$ cat src/rtl/shift_add_multiplier.sv
// Sequential unsigned WIDTH x WIDTH multiplier: one shift-and-add step per cycle,
// built on a ripple parallel adder, with valid/ready handshakes on both sides.

module ripple_parallel_adder #(
    parameter int WIDTH = 3
) (
    input  logic [WIDTH-1:0] x,
    input  logic [WIDTH-1:0] y,
    input  logic             cin,
    output logic [WIDTH-1:0] sum,
    output logic             cout
);
    logic [WIDTH:0] carry;

    always_comb begin
        carry    = '0;
        sum      = '0;
        carry[0] = cin;
        for (int unsigned i = 0; i < WIDTH; i++) begin
            sum[i]     = x[i] ^ y[i] ^ carry[i];
            carry[i+1] = (x[i] & y[i]) | (carry[i] & (x[i] ^ y[i]));
        end
        cout = carry[WIDTH];
    end
endmodule

module shift_add_multiplier #(
    parameter int WIDTH = 3
) (
    input  logic                 clk,
    input  logic                 rst_n,
    input  logic                 in_valid,
    output logic                 in_ready,
    input  logic [WIDTH-1:0]     a,
    input  logic [WIDTH-1:0]     b,
    output logic                 out_valid,
    input  logic                 out_ready,
    output logic [2*WIDTH-1:0]   product,
    output logic                 busy
);
    localparam int CW = $clog2(WIDTH + 1);
    localparam logic [CW-1:0] LAST = CW'(WIDTH - 1);

    localparam logic [1:0] IDLE = 2'd0;
    localparam logic [1:0] CALC = 2'd1;
    localparam logic [1:0] DONE = 2'd2;

    logic [1:0]         state;
    logic [WIDTH-1:0]   mcand;
    logic [WIDTH-1:0]   hi;
    logic [WIDTH-1:0]   lo;
    logic [CW-1:0]      count;

    logic [WIDTH-1:0]   addend;
    logic [WIDTH-1:0]   s;
    logic               c;
    logic [2*WIDTH-1:0] shifted;

    assign addend = lo[0] ? mcand : '0;

    ripple_parallel_adder #(.WIDTH(WIDTH)) u_adder (
        .x    (hi),
        .y    (addend),
        .cin  (1'b0),
        .sum  (s),
        .cout (c)
    );

    // {c,s,lo} >> 1: the adder carry becomes the new top bit, so nothing is lost.
    assign shifted = {c, s, lo[WIDTH-1:1]};

    assign in_ready  = (state == IDLE) && rst_n;
    assign out_valid = (state == DONE);
    assign busy      = (state == CALC) || (state == DONE);

    always_ff @(posedge clk) begin
        if (!rst_n) begin
            state   <= IDLE;
            mcand   <= '0;
            hi      <= '0;
            lo      <= '0;
            count   <= '0;
            product <= '0;
        end else begin
            case (state)
                IDLE: begin
                    if (in_valid) begin
                        mcand <= a;
                        lo    <= b;
                        hi    <= '0;
                        count <= '0;
                        state <= CALC;
                    end
                end
                CALC: begin
                    hi    <= shifted[2*WIDTH-1:WIDTH];
                    lo    <= shifted[WIDTH-1:0];
                    count <= count + 1'b1;
                    if (count == LAST) begin
                        product <= shifted;
                        state   <= DONE;
                    end
                end
                DONE: begin
                    if (out_ready) state <= IDLE;
                end
                default: state <= IDLE;
            endcase
        end
    end
endmodule

$ cat config.mk
export PLATFORM = sky130hd
export DESIGN_NAME = shift_add_multiplier
export DESIGN_NICKNAME = d
export VERILOG_FILES = /design/src/rtl/shift_add_multiplier.sv
export SDC_FILE = /design/constraint.sdc
export NUM_CORES = 1
export LEC_CHECK = 0
export CELL_PAD_IN_SITES_DETAIL_PLACEMENT = 0
export CELL_PAD_IN_SITES_GLOBAL_PLACEMENT = 1
export CORE_ASPECT_RATIO = 1.2
export CORE_UTILIZATION = 38
export CTS_CLUSTER_SIZE = 20
export DETAILED_ROUTE_END_ITERATION = 6
export PLACE_DENSITY = 0.8
export SETUP_SLACK_MARGIN = 0.4
export SYNTH_ARGS = -nofsm -noshare
export SYNTH_HDL_FRONTEND = slang
export SYNTH_SLANG_ARGS = --single-unit
$ cat constraint.sdc
create_clock -name clk -period 2.1 [get_ports clk]
set_input_delay 0.63 -clock clk [delete_from_list [all_inputs] [get_ports clk]]
set_output_delay 0.63 -clock clk [all_outputs]
set_load 0.05 [all_outputs]
==> impl_metrics.toml <==
[clock_network]
cts_buffers = 3
clk_latency_ns = 0.30
h-tree-depth = 1
cts_root_buffer = "clkbuf_4"
cts.sinks = 19
path_clk_slew_ns = 0.12
cts_tree = "yes"
clock_path_buffers = 2

[global_route]
grt_max_degree = 22
grtUsageMet1 = 0.1744
antenna_found_initial = 0
gr-usage-all-layers = 0.1527
grt_pass1_wl_um = 3291
grt.met2_usage = 0.2619
busiest_layer = "met2"
grt_pass1_vias = 772
grt-ovfl-total = 0
use_met3 = 0.03618

[final_layout]
register_area_um2 = 385.4
diodes = 0
final_core_util = 0.5470
multi_input_area_um2 = 585.6
fillerInstances = 235
nNetsFinal = 154
area_growth_syn_to_layout_pct = 37.27
final_cells = 167
drive_gt1_frac = 0.3209

[floorplan]
die_y_um = 58.40
pin_count = 19
start_util = 0.3985
dieArea_um2 = 2861
core_um2 = 2527
die_w_um = 49.00
rows = 20

[power_and_ir_drop]
p_per_area_nw_per_um2 = 1018
pwr-share-clk = 0.135
ir_drop_uv = 887.2
p_leak_nw = 0.6254
intPower_w = 0.0008796
seq_power_share = 0.326
netSwitchingFraction = 0.3748
combinationalPowerShare = 0.539
power.total_w = 0.001407
p_switching_w = 0.0005274

[sta]
finalCritPeriodShare = 0.8776
clock_skew_ns = 0.007244
fmax_mhz = 542.6
setup_viol = 0
rsz0062_at_grt = "yes"
period_needed_ns = 1.843
hold_viol = 0
tightest_slew_ns = 0.3404
fin_tns_setup_ns = 0
slew_viol_final = 0
relSlewSlack = 0.7686

[yosys]
seq_area_frac_synth = 0.3776
avgSynthCellArea_um2 = 9.502
synth.cell_area_um2 = 1007
ys_ff_latch = 19
yosysWarningCount = 0
synth_cell_types = 22
syn_inst = 106
yosysTopAreaCell = "dfxtp_1"
netlist.area_leader.share = 0.3776
synthTopCellsByArea = "dfxtp_1, nand2_1, ha_1"
synthesis.nets = 125

[detailed_routing]
routed_wl_um = 2007
via_count = 828
drc = 0
first_pass_iters = 4
ant_nets = 0
drt-initial-drc-count = 10
routed_via_density = 4.958
wl_per_cell_um = 12.02

[placed_design]
place_hpwl_um = 1346
dp.cells = 156
routabilityCongestion = 0.6802
numPortBuffers = 18

[critical_path]
critical_path_required_ns = 2.31
criticalPathCategory = "reg2reg"
crit_end = "hi[1]"
r2r-start = "mcand[0]"
r2r-end = "hi[1]"
r2r_slack_ns = 0.26
cp_max_fo = 2
r2r_cells = 8
crit_arrival_ns = 2.05
startpoint_type = "flop"
cp-end-kind = "flop"
critPathLaunch = "mcand[0]"

[hold_path]
min-delay-path-class = "reg2reg"

[status]
status = "complete, no violations"

[job]
cap_violations = 0
[Yosys cell counts (all sizes together)]
library cell / instances
mux2i: 6
and2: 3
nand2: 24
nand3: 4
fa: 2
o211a: 6
nor2b: 4
buf: 3
clkbuf: 2
o221a: 1
mux2: 1
a21boi: 7
dfxtp: 19
nand2b: 1
inv: 12
a32oi: 4
ha: 7
[metal layers]
metal  share of wire  wire, µm
met1            0.45       894
met2            0.48       967
met3           0.041        83
met4           0.030        61
met5               0         0
[cell families (layout without fill, tap and decap cells)]
group	after synthesis	after routing	synth area share
buf+inv	17	45	0.08819
compound gates	18	18	0.1665
fa+ha+maj	9	9	0.1267
mux	7	7	0.07826
simple gates	36	36	0.1627
flops	19	19	0.3776
[registers in the layout, indices dropped and copies added, names as in the netlist]
register	flops
lo	3
product	6
hi	3
count	2
mcand	3
state	2
[worst max-delay path, cell delays in order (launching register included)]
cell     delay, ns
dfxtp_2       0.35
and2_4        0.14
ha_4          0.11
inv_2         0.03
fa_2          0.32
fa_1          0.51
inv_1         0.05
a32oi_1       0.16
nor2b_1       0.07
[power by group through the flow]
stage / registers [W] / logic (W) / clock network, W
after floorplan: 0.000457 / 0.000463 / 0
after global placement: 0.000460 / 0.000607 / 0
after detailed placement: 0.000463 / 0.000615 / 0
after CTS: 0.000456 / 0.000719 / 0.000199
after global routing: 0.000464 / 0.000812 / 0.000214
final: 0.000458 / 0.000759 / 0.000190
[through the flow]
stage	instance area (µm²)	setup WS [ns]	hold WS, ns
after floorplan	1012	0.2755	0.4308
after global placement	1235	0.07010	0.4376
after detailed placement	1235	0.07168	0.4441
after CTS	1350	0.2693	0.4616
after global routing	1383	0.1693	0.4771
final	1383	0.2570	0.4570
[layout make-up]
cell class,instances,area share
Multi-Input combinational cell,70,0.4235
Sequential cell,19,0.2787
Timing Repair Buffer,29,0.2118
Inverter,12,0.03620
Tap cell,33,0.02986
Clock buffer,3,0.01629
Clock inverter,1,0.003620
[worst min-delay path by stage]
stage | from | to | slack (ns) | cells after the start
finish | count[0] | count[0] | 0.46 | 2
global route | product[1] | product[1] | 0.48 | 2
CTS | count[0] | count[0] | 0.46 | 2
detailed placement | count[0] | count[0] | 0.44 | 2
global placement | count[0] | count[0] | 0.44 | 2
floorplan | count[0] | count[0] | 0.43 | 2
[cell usage in the layout (no fill, tap or decap), types with 2 or more instances in the layout]
cell / synthesis / layout
o211a_1: 6 / 6
dfxtp_1: 19 / 15
nor2b_1: 4 / 4
a32oi_1: 4 / 4
clkdlybuf4s50_1: 0 / 8
clkbuf_4: 0 / 3
nand3_1: 4 / 4
nand2_1: 24 / 23
buf_4: 0 / 15
and2_4: 0 / 2
buf_12: 1 / 4
inv_4: 0 / 2
ha_1: 7 / 4
a21boi_1: 4 / 4
inv_1: 12 / 9
a21boi_0: 3 / 3
dfxtp_2: 0 / 4
mux2i_1: 5 / 5
ha_4: 0 / 3
[what timing repair did]
action,in CTS,in global routing
setup endpoints to repair,6,6
hold buffers,0,0
gates cloned,0,0
gates resized for setup,17,2
buffers inserted,5,2
pin swaps,5,2
Note: power is estimated with default switching activity, not from simulation.
